### config.mk
export PLATFORM = sky130hd
export DESIGN_NAME = hazard_scoreboard_flat
export DESIGN_NICKNAME = d
export VERILOG_FILES = /design/src/rtl/hazard_scoreboard_if.sv /design/src/rtl/hazard_scoreboard.sv /design/src/flat_wrapper.sv
export SDC_FILE = /design/constraint.sdc
export NUM_CORES = 1
export LEC_CHECK = 0
export ABC_CLOCK_PERIOD_IN_PS = 2700
export CAP_MARGIN = 20
export CORE_ASPECT_RATIO = 0.8
export CORE_UTILIZATION = 54
export CTS_BUF_LIST = sky130_fd_sc_hd__clkbuf_4
export CTS_CLUSTER_SIZE = 8
export DETAILED_ROUTE_END_ITERATION = 12
export PLACE_DENSITY = 0.82
export SKIP_LAST_GASP = 1
export SYNTH_ARGS = -nofsm -noshare
export SYNTH_HDL_FRONTEND = slang
export SYNTH_SLANG_ARGS = --single-unit
### constraint.sdc
create_clock -name clk -period 2.7 [get_ports clk]
set_clock_uncertainty 0.2 [all_clocks]
set_input_delay 0.54 -clock clk [delete_from_list [all_inputs] [get_ports clk]]
set_output_delay 0.54 -clock clk [all_outputs]
set_load 0.05 [all_outputs]
### src/rtl/hazard_scoreboard_if.sv
// Decode-stage tags and hazard/forwarding controls between the Y86-64 datapath and its scoreboard.
// The datapath side drives the D-stage tags and condition/exception flags and receives the controls.
interface hazard_scoreboard_if #(
    parameter int CNT_W = 32
);
    logic [3:0]       d_icode;
    logic [3:0]       d_srcA;
    logic [3:0]       d_srcB;
    logic [3:0]       d_dstE;
    logic [3:0]       d_dstM;
    logic             e_Cnd;
    logic             m_exc;
    logic             w_exc;
    logic             f_stall;
    logic             d_stall;
    logic             d_bubble;
    logic             e_bubble;
    logic             m_bubble;
    logic             w_stall;
    logic [2:0]       fwdA_sel;
    logic [2:0]       fwdB_sel;
    logic [CNT_W-1:0] stall_cnt;

    modport master (
        output d_icode, d_srcA, d_srcB, d_dstE, d_dstM, e_Cnd, m_exc, w_exc,
        input  f_stall, d_stall, d_bubble, e_bubble, m_bubble, w_stall,
        input  fwdA_sel, fwdB_sel, stall_cnt
    );

    modport slave (
        input  d_icode, d_srcA, d_srcB, d_dstE, d_dstM, e_Cnd, m_exc, w_exc,
        output f_stall, d_stall, d_bubble, e_bubble, m_bubble, w_stall,
        output fwdA_sel, fwdB_sel, stall_cnt
    );
endinterface

### src/rtl/hazard_scoreboard.sv
// Y86-64 pipeline control: shadows the E/M/W register tags, derives stall/bubble controls,
// selects decode operand forwarding sources and counts fetch-stall cycles.
module hazard_scoreboard #(
    parameter int CNT_W = 32
) (
    input  logic                clk,
    input  logic                rst_n,
    hazard_scoreboard_if.slave  hz
);
    localparam logic [3:0] INOP    = 4'h1;
    localparam logic [3:0] ICMOVXX = 4'h2;
    localparam logic [3:0] IMRMOVQ = 4'h5;
    localparam logic [3:0] IJXX    = 4'h7;
    localparam logic [3:0] ICALL   = 4'h8;
    localparam logic [3:0] IRET    = 4'h9;
    localparam logic [3:0] IPOPQ   = 4'hB;
    localparam logic [3:0] RNONE   = 4'hF;

    logic [3:0] ex_icode_reg, ex_dste_reg, ex_dstm_reg;
    logic [3:0] mem_icode_reg, mem_dste_reg, mem_dstm_reg;
    logic [3:0] wb_icode_reg, wb_dste_reg, wb_dstm_reg;
    logic [CNT_W-1:0] stall_cnt_reg;

    logic [3:0] ex_dste_eff;
    logic       load_use, ret_pend, mispred, exc;
    logic       f_stall, d_stall, d_bubble, e_bubble, m_bubble, w_stall;

    // A not-taken conditional move writes nothing, so its destination must not forward
    assign ex_dste_eff = (ex_icode_reg == ICMOVXX && !hz.e_Cnd) ? RNONE : ex_dste_reg;

    assign load_use = (ex_icode_reg == IMRMOVQ || ex_icode_reg == IPOPQ) &&
                      (ex_dstm_reg != RNONE) &&
                      (ex_dstm_reg == hz.d_srcA || ex_dstm_reg == hz.d_srcB);
    assign ret_pend = (hz.d_icode == IRET) || (ex_icode_reg == IRET) || (mem_icode_reg == IRET);
    assign mispred  = (ex_icode_reg == IJXX) && !hz.e_Cnd;
    assign exc      = hz.m_exc || hz.w_exc;

    // With load-use and ret together, holding D takes precedence over bubbling it
    assign f_stall  = load_use || ret_pend;
    assign d_stall  = load_use;
    assign d_bubble = mispred || (ret_pend && !load_use);
    assign e_bubble = mispred || load_use;
    assign m_bubble = exc;
    assign w_stall  = hz.w_exc;

    assign hz.f_stall   = f_stall;
    assign hz.d_stall   = d_stall;
    assign hz.d_bubble  = d_bubble;
    assign hz.e_bubble  = e_bubble;
    assign hz.m_bubble  = m_bubble;
    assign hz.w_stall   = w_stall;
    assign hz.stall_cnt = stall_cnt_reg;

    // Forwarding candidates, index order is priority order (youngest first)
    logic [3:0] fwd_tag [5];
    logic [4:0] hit_a, hit_b;

    assign fwd_tag[0] = ex_dste_eff;
    assign fwd_tag[1] = mem_dstm_reg;
    assign fwd_tag[2] = mem_dste_reg;
    assign fwd_tag[3] = wb_dstm_reg;
    assign fwd_tag[4] = wb_dste_reg;

    generate
        for (genvar gi = 0; gi < 5; gi++) begin : g_hit
            assign hit_a[gi] = (hz.d_srcA != RNONE) && (fwd_tag[gi] == hz.d_srcA);
            assign hit_b[gi] = (hz.d_srcB != RNONE) && (fwd_tag[gi] == hz.d_srcB);
        end
    endgenerate

    logic [2:0] sel_a, sel_b;

    always_comb begin
        sel_a = 3'd0;
        sel_b = 3'd0;
        for (int i = 4; i >= 0; i--) begin
            if (hit_a[i]) sel_a = 3'(i + 2);
            if (hit_b[i]) sel_b = 3'(i + 2);
        end
        if (hz.d_icode == ICALL || hz.d_icode == IJXX) sel_a = 3'd1;
    end

    assign hz.fwdA_sel = sel_a;
    assign hz.fwdB_sel = sel_b;

    always_ff @(posedge clk or negedge rst_n) begin
        if (!rst_n) begin
            ex_icode_reg  <= INOP;
            ex_dste_reg   <= RNONE;
            ex_dstm_reg   <= RNONE;
            mem_icode_reg <= INOP;
            mem_dste_reg  <= RNONE;
            mem_dstm_reg  <= RNONE;
            wb_icode_reg  <= INOP;
            wb_dste_reg   <= RNONE;
            wb_dstm_reg   <= RNONE;
            stall_cnt_reg <= '0;
        end else begin
            if (e_bubble) begin
                ex_icode_reg <= INOP;
                ex_dste_reg  <= RNONE;
                ex_dstm_reg  <= RNONE;
            end else begin
                ex_icode_reg <= hz.d_icode;
                ex_dste_reg  <= hz.d_dstE;
                ex_dstm_reg  <= hz.d_dstM;
            end

            if (m_bubble) begin
                mem_icode_reg <= INOP;
                mem_dste_reg  <= RNONE;
                mem_dstm_reg  <= RNONE;
            end else begin
                mem_icode_reg <= ex_icode_reg;
                mem_dste_reg  <= ex_dste_eff;
                mem_dstm_reg  <= ex_dstm_reg;
            end

            if (!w_stall) begin
                wb_icode_reg <= mem_icode_reg;
                wb_dste_reg  <= mem_dste_reg;
                wb_dstm_reg  <= mem_dstm_reg;
            end

            if (f_stall && stall_cnt_reg != {CNT_W{1'b1}})
                stall_cnt_reg <= stall_cnt_reg + 1'b1;
        end
    end
endmodule

### src/flat_wrapper.sv
// flat-port wrapper written by rule: the top's interface ports become plain ports
module hazard_scoreboard_flat 
#(
    parameter int CNT_W = 32
)
  (clk, rst_n, hz_d_icode, hz_d_srcA, hz_d_srcB, hz_d_dstE, hz_d_dstM, hz_e_Cnd, hz_m_exc, hz_w_exc, hz_f_stall, hz_d_stall, hz_d_bubble, hz_e_bubble, hz_m_bubble, hz_w_stall, hz_fwdA_sel, hz_fwdB_sel, hz_stall_cnt);
  hazard_scoreboard_if #(.CNT_W(CNT_W)) hz_i ();
  input  logic clk;
  input  logic rst_n;
  input wire logic [$bits(hz_i.d_icode)-1:0] hz_d_icode;
  input wire logic [$bits(hz_i.d_srcA)-1:0] hz_d_srcA;
  input wire logic [$bits(hz_i.d_srcB)-1:0] hz_d_srcB;
  input wire logic [$bits(hz_i.d_dstE)-1:0] hz_d_dstE;
  input wire logic [$bits(hz_i.d_dstM)-1:0] hz_d_dstM;
  input wire logic [$bits(hz_i.e_Cnd)-1:0] hz_e_Cnd;
  input wire logic [$bits(hz_i.m_exc)-1:0] hz_m_exc;
  input wire logic [$bits(hz_i.w_exc)-1:0] hz_w_exc;
  output wire logic [$bits(hz_i.f_stall)-1:0] hz_f_stall;
  output wire logic [$bits(hz_i.d_stall)-1:0] hz_d_stall;
  output wire logic [$bits(hz_i.d_bubble)-1:0] hz_d_bubble;
  output wire logic [$bits(hz_i.e_bubble)-1:0] hz_e_bubble;
  output wire logic [$bits(hz_i.m_bubble)-1:0] hz_m_bubble;
  output wire logic [$bits(hz_i.w_stall)-1:0] hz_w_stall;
  output wire logic [$bits(hz_i.fwdA_sel)-1:0] hz_fwdA_sel;
  output wire logic [$bits(hz_i.fwdB_sel)-1:0] hz_fwdB_sel;
  output wire logic [$bits(hz_i.stall_cnt)-1:0] hz_stall_cnt;
  assign hz_i.d_icode = hz_d_icode;
  assign hz_i.d_srcA = hz_d_srcA;
  assign hz_i.d_srcB = hz_d_srcB;
  assign hz_i.d_dstE = hz_d_dstE;
  assign hz_i.d_dstM = hz_d_dstM;
  assign hz_i.e_Cnd = hz_e_Cnd;
  assign hz_i.m_exc = hz_m_exc;
  assign hz_i.w_exc = hz_w_exc;
  assign hz_f_stall = hz_i.f_stall;
  assign hz_d_stall = hz_i.d_stall;
  assign hz_d_bubble = hz_i.d_bubble;
  assign hz_e_bubble = hz_i.e_bubble;
  assign hz_m_bubble = hz_i.m_bubble;
  assign hz_w_stall = hz_i.w_stall;
  assign hz_fwdA_sel = hz_i.fwdA_sel;
  assign hz_fwdB_sel = hz_i.fwdB_sel;
  assign hz_stall_cnt = hz_i.stall_cnt;
  hazard_scoreboard #(.CNT_W(CNT_W)) u_core (.clk(clk), .rst_n(rst_n), .hz(hz_i));
endmodule
==> impl_results.md, run 1 <==
- Status: finished, violations left
- Failing checks: negative setup slack
- CP Cell Sequence: clkdlybuf4s15_1 > or4b_4 > nor2_4 > buf_6 > mux2i_1 > a31oi_1 > nor2_1 > buf_4 > a21boi_4 > buf_12
- Die ar.: 7190 um2
- GPL Wtd Cong: 0.870
- Max transition margin: 53.2%
- Share of the synthesized area in the top cell type: 25.7%
- P&R area growth vs syn: 45.7%
- Warnings from Yosys: 0
- Number of synthesized register bits: 64
- Required @ worst endpoint: 1.96 ns
- Internal Dissipation: 1.66 mW
- TritonCTS sink count: 64
- Share of power burned in registers: 43.2%
- Die Span X: 94.6 um
- Worst-Skew Late Latency: 0.42 ns
- Slowest Stage Delay on Critical Path: 0.61 ns
- Post-route insts no fill: 589
- First-pass DRT Iterations: 5
- Layout cells sized above 1: 35.0%
- Register area share after synthesis: 44.2%
- Psw: 1.03 mW
- Fraction of registers with async set/reset: 100%
- Post-synth EDFFs: 0
- Gr usage total: 31.1%
- CP startpoint kind: primary input
- CTS tree: done
- Max Cap Violations: 0
- Overall routed net length: 11000 um
- Clock Power Share: 21.3%
- Max-slew violations: 0
- Synth Flop Type: dfrtp_1
- CTS H-Tree Depth: 3
- Most frequent cells in the layout: buf_4 (50), clkdlybuf4s50_1 (46), xnor2_1 (41)
- Initial Util: 56.9%
- DR WL/cell: 18.6 um
- Max reg flops: 32
- CP max FO: 5
- Core Area: 6510 um2
- Final Hold Fails: 0
- Leakage: 2.27 nW
- Synth cell types: 55
- Power per cell area: 498 nW/um2
- Clk slew on worst S/H paths: 0.11 ns
- Io pins: 69
- Mapped Cells: 370
- CP top delay family: simple AND/OR/NAND/NOR gates
- # nets final: 526
- Cell at the root of the clock tree: clkbuf_4
- IO Port Bufs: 68
- Rows: 26
- Final Worst Setup Slack: -0.614 ns
- Vias/cell: 5.83
- Antenna diodes: 0
- Combinational share of power: 35.5%
- Fmax: 0.302 GHz
- Largest net degree at the start of global routing: 39
- Hold Path End: u_core.hz.stall_cnt[11]$_DFFE_PN0P_
- VDD IR max: 0.000405 V
- Synth area leaders: dfrtp_1 (26%), dfstp_2 (18%), xnor2_1 (10%)
- Post-route antenna net violation count: 0
- FF-to-FF Start: u_core.ex_icode_reg[2]$_DFF_PN0_
- Hold Crit Depth: 1
- Worst Setup SP: hz_e_Cnd
- Commonest non-fill, non-tap cell in the layout: buf_4
- Filler instances: 387
- Remaining Overflow, GRT: 0
- Hold Path Origin: u_core.hz.stall_cnt[11]$_DFFE_PN0P_
- Reg-to-reg setup timing slack: 0.12 ns
- R2R depth: 10
- Remaining DRCs: 0
- Fin Setup TNS: -3.71 ns
- Clock buffer depth: 2
- Number of global-route vias before repair: 3427
- CP Capture Type: output port
- Switch share: 38.2%
- Critical path data arrival time: 2.57 ns
- Finish-stage setup viols: 10
- Post-synth net total: 396
- Post-Syn Area: 3700 um2
- Chip height: 76.0 um
- Global-route wire length before repair: 17300 um
- Tcrit/Tclk final: 123%
- Via Count: 3436
- Slew of the pin with the lowest slew margin: 0.692 ns
- Tmin final: 3.31 ns
- Dpl hpwl: 7350 um
- Worst Hold Class: reg -> reg
- CP max-delay cell: or4b_4
- Placed cells: 559
- DRT iter0 DRCs: 228
- TritonCTS Buffers: 9
- Initial antenna violation count: 0
- Setup CP Type: in -> out
- Area leader, netlist: dfrtp_1
- Crit Reg-Reg Endpoint: u_core.hz.stall_cnt[15]$_DFFE_PN0P_
- Mean Syn Cell Area: 10.0 um2
- RSZ-0062 raised after global routing: true
- WP buf/inv: 4
-- Yosys cell counts, types with 3 or more instances --
master	number
o21ai_0	4
nand2_1	16
xnor2_1	43
dfstp_2	26
and2_1	4
inv_1	15
a31oi_1	6
or2_2	10
or3_1	11
and4_2	3
dfrtp_1	38
mux2_2	8
clkbuf_1	3
nor4_1	4
nor2_1	24
nor2b_1	3
nand2b_1	3
and3_1	6
xor2_1	31
buf_2	11
a21oi_1	4
nand3_1	14
nand4b_1	3
nor3_1	14
nand4_1	29
-- worst max-delay path by stage --
stage,endpoint,depth (start not counted)
after floorplan,hz_fwdA_sel[2],6
after global placement,hz_fwdB_sel[2],10
after detailed placement,hz_fwdB_sel[2],10
after CTS,hz_fwdA_sel[1],10
after global routing,hz_fwdA_sel[1],10
final,hz_fwdA_sel[1],10
-- logic make-up (layout without fill, tap and decap cells) --
kind of cell,after synthesis,count (layout),synth area share [%]
fa+ha+maj,1,1,0.338
compound gates,27,27,4.97
flops,64,64,44.2
mux,10,10,3.11
simple gates,162,162,26.1
xor+xnor,74,74,17.5
buf+inv,32,167,3.82
-- power groups by stage --
stage	registers, mW	logic [mW]	clock network (mW)
after floorplan	1.32	0.358	0
after global placement	1.17	0.856	0
after detailed placement	1.17	0.879	0
after CTS	1.16	0.919	0.573
after global routing	1.17	1.01	0.626
final	1.16	0.954	0.572
-- layout make-up --
class	count	area, um2	share of cell area [%]
clock inverters	6	36.3	0.673
repair buffers	136	1350	25.1
flip-flops and latches	64	1640	30.3
clock buffers	10	75.1	1.39
well taps	84	105	1.95
multi-input cells	274	2130	39.5
inverters	15	56.3	1.04
-- metal layers --
layer  global-route usage (%)  share of wire [%]
met5                        0                  0
met3                     6.69                5.6
met1                     42.6                 44
met2                     48.8                 48
met4                     10.9                2.4
-- per-stage QoR --
step / utilization, % / area (um2) / hold WS (ns) / power (mW) / setup slack, ns
2_1_floorplan: - / 3760 / 0.0444 / 1.68 / -0.129
3_3_place_gp: 76.2 / 4950 / 0.282 / 2.02 / -0.649
3_5_place_dp: 76.2 / 4950 / 0.294 / 2.05 / -0.712
4_1_cts: 80.9 / 5260 / 0.316 / 2.65 / -0.505
5_1_grt: 82.9 / 5390 / 0.336 / 2.81 / -0.699
6_report: 82.9 / 5390 / 0.318 / 2.69 / -0.614
-- timing repair --
action,CTS,global route
pin swaps,12,9
buffers inserted,10,4
hold buffers,1,0
endpoints found under the setup margin,10,11
resized for setup,39,20
hold endpoints to repair,13,0
Note: power is estimated with default switching activity, not from simulation.
==> run 2: changes to the inputs <==
--- a/config.mk
+++ b/config.mk
@@ -5,14 +5,15 @@
 export SDC_FILE = /design/constraint.sdc
 export NUM_CORES = 1
 export LEC_CHECK = 0
+export ABC_AREA = 1
 export ABC_CLOCK_PERIOD_IN_PS = 2700
 export CAP_MARGIN = 20
 export CORE_ASPECT_RATIO = 0.8
-export CORE_UTILIZATION = 54
+export CORE_UTILIZATION = 56
 export CTS_BUF_LIST = sky130_fd_sc_hd__clkbuf_4
 export CTS_CLUSTER_SIZE = 8
 export DETAILED_ROUTE_END_ITERATION = 12
-export PLACE_DENSITY = 0.82
+export PLACE_DENSITY = 0.83
 export SKIP_LAST_GASP = 1
 export SYNTH_ARGS = -nofsm -noshare
 export SYNTH_HDL_FRONTEND = slang
==> impl_results.md, run 2 <==
- DR WL met2: 6360 um (was 5300 um)
- CP Capture Type: output port (unchanged)
- Remaining DRCs: 0 (unchanged)
- Met1 wire length: 6150 um (was 4790 um)
- Reg-to-reg setup timing slack: 0.27 ns (was 0.12 ns)
- Hold Path Origin: u_core.mem_dste_reg[3]$_DFF_PN1_ (was u_core.hz.stall_cnt[11]$_DFFE_PN0P_)
- Final Worst Setup Slack: -0.130 ns (was -0.614 ns)
- Max Cap Violations: 0 (unchanged)
- GPL Wtd Cong: 1.03 (was 0.870)
- Post-synth net total: 642 (was 396)
- Post-Syn Area: 4250 um2 (was 3700 um2)
- DR WL/cell: 17.8 um (was 18.6 um)
- Failing checks: negative setup slack (unchanged)
- Fin Setup TNS: -0.815 ns (was -3.71 ns)
- Simple-gate area share of the yosys netlist: 41.4% (was 26.1%)
- Clock buffer depth: 2 (unchanged)
- Max reg flops: 32 (unchanged)
- Clk slew on worst S/H paths: 0.13 ns (was 0.11 ns)
- CTS tree: done (unchanged)
- Via Count: 4650 (was 3436)
- Initial antenna violation count: 0 (unchanged)
- Global-route wire length before repair: 21900 um (was 17300 um)
- Vias/cell: 5.65 (was 5.83)
- Synth area leaders: dfrtp_1 (22%), nand2_1 (20%), dfstp_2 (16%) (was dfrtp_1 (26%), dfstp_2 (18%), xnor2_1 (10%))
- Hold Path End: u_core.wb_dste_reg[3]$_DFFE_PN1N_ (was u_core.hz.stall_cnt[11]$_DFFE_PN0P_)
- Tcrit/Tclk final: 105% (was 123%)
- Fraction of registers with async set/reset: 100% (unchanged)
- TritonCTS Buffers: 9 (unchanged)
- Synth Area in Compound Gates: 2.38% (was 4.97%)
- P&R area growth vs syn: 37.6% (was 45.7%)
- Rows: 28 (was 26)
- Top Metal Used: met4 (unchanged)
- FF-to-FF Start: u_core.hz.stall_cnt[0]$_DFFE_PN0P_ (was u_core.ex_icode_reg[2]$_DFF_PN0_)
- Warnings from Yosys: 0 (unchanged)
- Max transition margin: 58.3% (was 53.2%)
- DRT iter0 DRCs: 577 (was 228)
- Number of global-route vias before repair: 4301 (was 3427)
- Critical path data arrival time: 2.09 ns (was 2.57 ns)
- Status: finished, violations left (unchanged)
- Gr usage total: 36.7% (was 31.1%)
- Final Hold Fails: 0 (unchanged)
- Io pins: 69 (unchanged)
- Largest net degree at the start of global routing: 33 (was 39)
- TritonCTS sink count: 64 (unchanged)
- Synth Flop Type: dfrtp_1 (unchanged)
- Synth cell types: 26 (was 55)
- Count leader, synth: nand2_1 (was xnor2_1)
- Tmin final: 2.83 ns (was 3.31 ns)
- Worst Hold Class: reg -> reg (unchanged)
- Filler instances: 527 (was 387)
- Post-synthesis adder-cell area fraction: 0.294% (was 0.338%)
- Pre-CTS WS: -0.321 ns (was -0.712 ns)
- CTS H-Tree Depth: 3 (unchanged)
- Mapped Cells: 616 (was 370)
- Register area share after synthesis: 38.4% (was 44.2%)
- Total power: 2.57 mW (was 2.69 mW)
- Antenna diodes: 0 (unchanged)
- IO Port Bufs: 68 (unchanged)
- Area occupied by multi-input gates: 2550 um2 (was 2130 um2)
- R2R depth: 10 (unchanged)
- Storage element area: 1630 um2 (was 1640 um2)
- Cell at the root of the clock tree: clkbuf_4 (unchanged)
- Fin area: 5850 um2 (was 5390 um2)
- CP startpoint kind: register (was primary input)
- Most frequent cells after synthesis: nand2_1 (228), nor2_1 (76), nand3_1 (58) (was xnor2_1 (43), dfrtp_1 (38), xor2_1 (31))
- Number of synthesized register bits: 64 (unchanged)
- Area leader, netlist: dfrtp_1 (unchanged)
- Power per cell area: 439 nW/um2 (was 498 nW/um2)
- Required @ worst endpoint: 1.96 ns (about the same)
- Overall routed net length: 14600 um (was 11000 um)
- Met3 WL: 1880 um (was 615 um)
- Core Area: 7360 um2 (was 6510 um2)
- Finish-stage setup viols: 10 (unchanged)
- Post-route antenna net violation count: 0 (unchanged)
- Die Span X: 99.4 um (was 94.6 um)
- Remaining Overflow, GRT: 0 (unchanged)
- Slew of the pin with the lowest slew margin: 0.621 ns (was 0.692 ns)
- Post-route insts no fill: 823 (was 589)
- Max-slew violations: 0 (unchanged)
- Post-synth EDFFs: 0 (unchanged)
- First-pass DRT Iterations: 7 (was 5)
- RSZ-0062 raised after global routing: true (unchanged)
- Initial Util: 57.8% (was 56.9%)
- XOR/XNOR share of the synthesized area: 9.68% (was 17.5%)
- Die ar.: 7950 um2 (was 7190 um2)
- Most frequent cells in the layout: nand2_1 (216), nor2_1 (64), nand3_1 (52) (was buf_4 (50), clkdlybuf4s50_1 (46), xnor2_1 (41))
- CP max FO: 5 (unchanged)
- Setup CP Type: reg -> out (was in -> out)
- Dpl hpwl: 10700 um (was 7350 um)
- Main combinational cell family by area after synthesis: simple AND/OR/NAND/NOR gates (unchanged)
- Post-Place Cell Area: 5360 um2 (was 4950 um2)
- Leakage: 2.82 nW (was 2.27 nW)
- # nets final: 754 (was 526)
- Crit Reg-Reg Endpoint: u_core.hz.stall_cnt[27]$_DFFE_PN0P_ (was u_core.hz.stall_cnt[15]$_DFFE_PN0P_)
- VDD IR max: 0.000306 V (was 0.000405 V)
- Fmax: 0.353 GHz (was 0.302 GHz)
- Worst-Skew Late Latency: 0.42 ns (about the same)
- Mean Syn Cell Area: 6.90 um2 (was 10.0 um2)
- Share of the synthesized area in the top cell type: 22.4% (was 25.7%)
- Placed cells: 794 (was 559)
- Hold Crit Depth: 2 (was 1)
- Layout cells sized above 1: 24.4% (was 35.0%)
- Commonest non-fill, non-tap cell in the layout: nand2_1 (was buf_4)
- Post-synthesis mux area share: 0% (was 3.11%)
- Chip height: 79.9 um (was 76.0 um)
run 2: cell count changes in the layout (fill, tap and decap cells not counted), moves of 8 or more:
| cell | delta |
|---|---|
| inv_1 | +29 |
| inv_2 | +9 |
| or3_1 | -11 |
| nor2_1 | +40 |
| nand3b_1 | +8 |
| xnor2_1 | -22 |
| nand4_1 | -17 |
| nand2_2 | +8 |
| nand2_1 | +200 |
| mux2_2 | -8 |
| nand3_1 | +38 |
| buf_6 | -11 |
run 2: critical path, cell delays in order (launching register included):
cell     delay (ns)
dfrtp_1        0.44
nor2_4         0.16
nand3_4        0.12
buf_12         0.17
nand2_4        0.08
xor2_1         0.20
nor2_2         0.07
inv_2          0.07
nor2_4         0.05
nor2_2         0.14
buf_12         0.15
run 2: report_power, final:
part	switching (mW)	leakage, nW	internal (mW)	total, mW
Combinational	0.515	1.97	0.342	0.857
Sequential	0.0975	0.792	1.04	1.13
Clock	0.389	0.0621	0.188	0.577
Total	1.00	2.82	1.57	2.57
run 2: cell type report:
type,instances,area share [%]
flip-flops and latches,64,27.9
multi-input cells,478,43.6
repair buffers,122,21.1
clock inverters,7,0.812
clock buffers,9,1.15
well taps,90,1.92
inverters,53,3.40
run 2: cells by family (layout without fill, tap and decap cells):
kind of cell | Yosys count | in the layout
simple gates | 411 | 411
xor+xnor | 47 | 47
flops | 64 | 64
fa+ha+maj | 1 | 1
compound gates | 19 | 19
buf+inv | 74 | 191
run 2: worst max-delay path by stage:
stage                                                 from  cells past startpoint  slack (ns)        endpoint
final                     u_core.ex_icode_reg[3]$_DFF_PN0_                     10       -0.13  hz_fwdB_sel[0]
after global routing      u_core.ex_icode_reg[3]$_DFF_PN0_                     10       -0.24  hz_fwdB_sel[0]
after CTS                 u_core.ex_icode_reg[0]$_DFF_PN1_                     10       -0.15  hz_fwdA_sel[1]
after detailed placement                          hz_e_Cnd                      9       -0.32  hz_fwdA_sel[1]
after global placement                            hz_e_Cnd                     10       -0.33  hz_fwdB_sel[0]
after floorplan                                   hz_e_Cnd                      8       -0.01  hz_fwdB_sel[0]
run 2: metrics by stage:
step           utilization (%)  hold slack, ns
2_1_floorplan                -          0.0444
3_3_place_gp              72.8           0.294
3_5_place_dp              72.8           0.295
4_1_cts                   76.7           0.330
5_1_grt                   79.5           0.349
6_report                  79.5           0.317
run 2: repair_timing:
| action | in CTS | in global routing |
|---|---|---|
| hold endpoints to repair | 8 | 0 |
| setup buffers | 6 | 5 |
| gates cloned | 1 | 0 |
| pin swaps | 19 | 14 |
| gates resized for setup | 46 | 41 |
| hold buffers | 1 | 0 |
| setup endpoints to repair | 10 | 10 |
run 2: metal layers:
layer	vias to the layer above	global-route usage [%]
met5	-	0
met4	0	8.09
met3	29	9.98
met2	310	52.6
met1	2171	54.5
li1	2140	-
==> run 3: changes to the inputs <==
--- a/config.mk
+++ b/config.mk
@@ -11,6 +11,7 @@
 export CORE_ASPECT_RATIO = 0.8
 export CORE_UTILIZATION = 56
 export CTS_BUF_LIST = sky130_fd_sc_hd__clkbuf_4
+export CTS_CLUSTER_DIAMETER = 150
 export CTS_CLUSTER_SIZE = 8
 export DETAILED_ROUTE_END_ITERATION = 12
 export PLACE_DENSITY = 0.83
==> results of run 3 <==
Same layout as run 2: the final DEF is identical, and so are final timing and power.
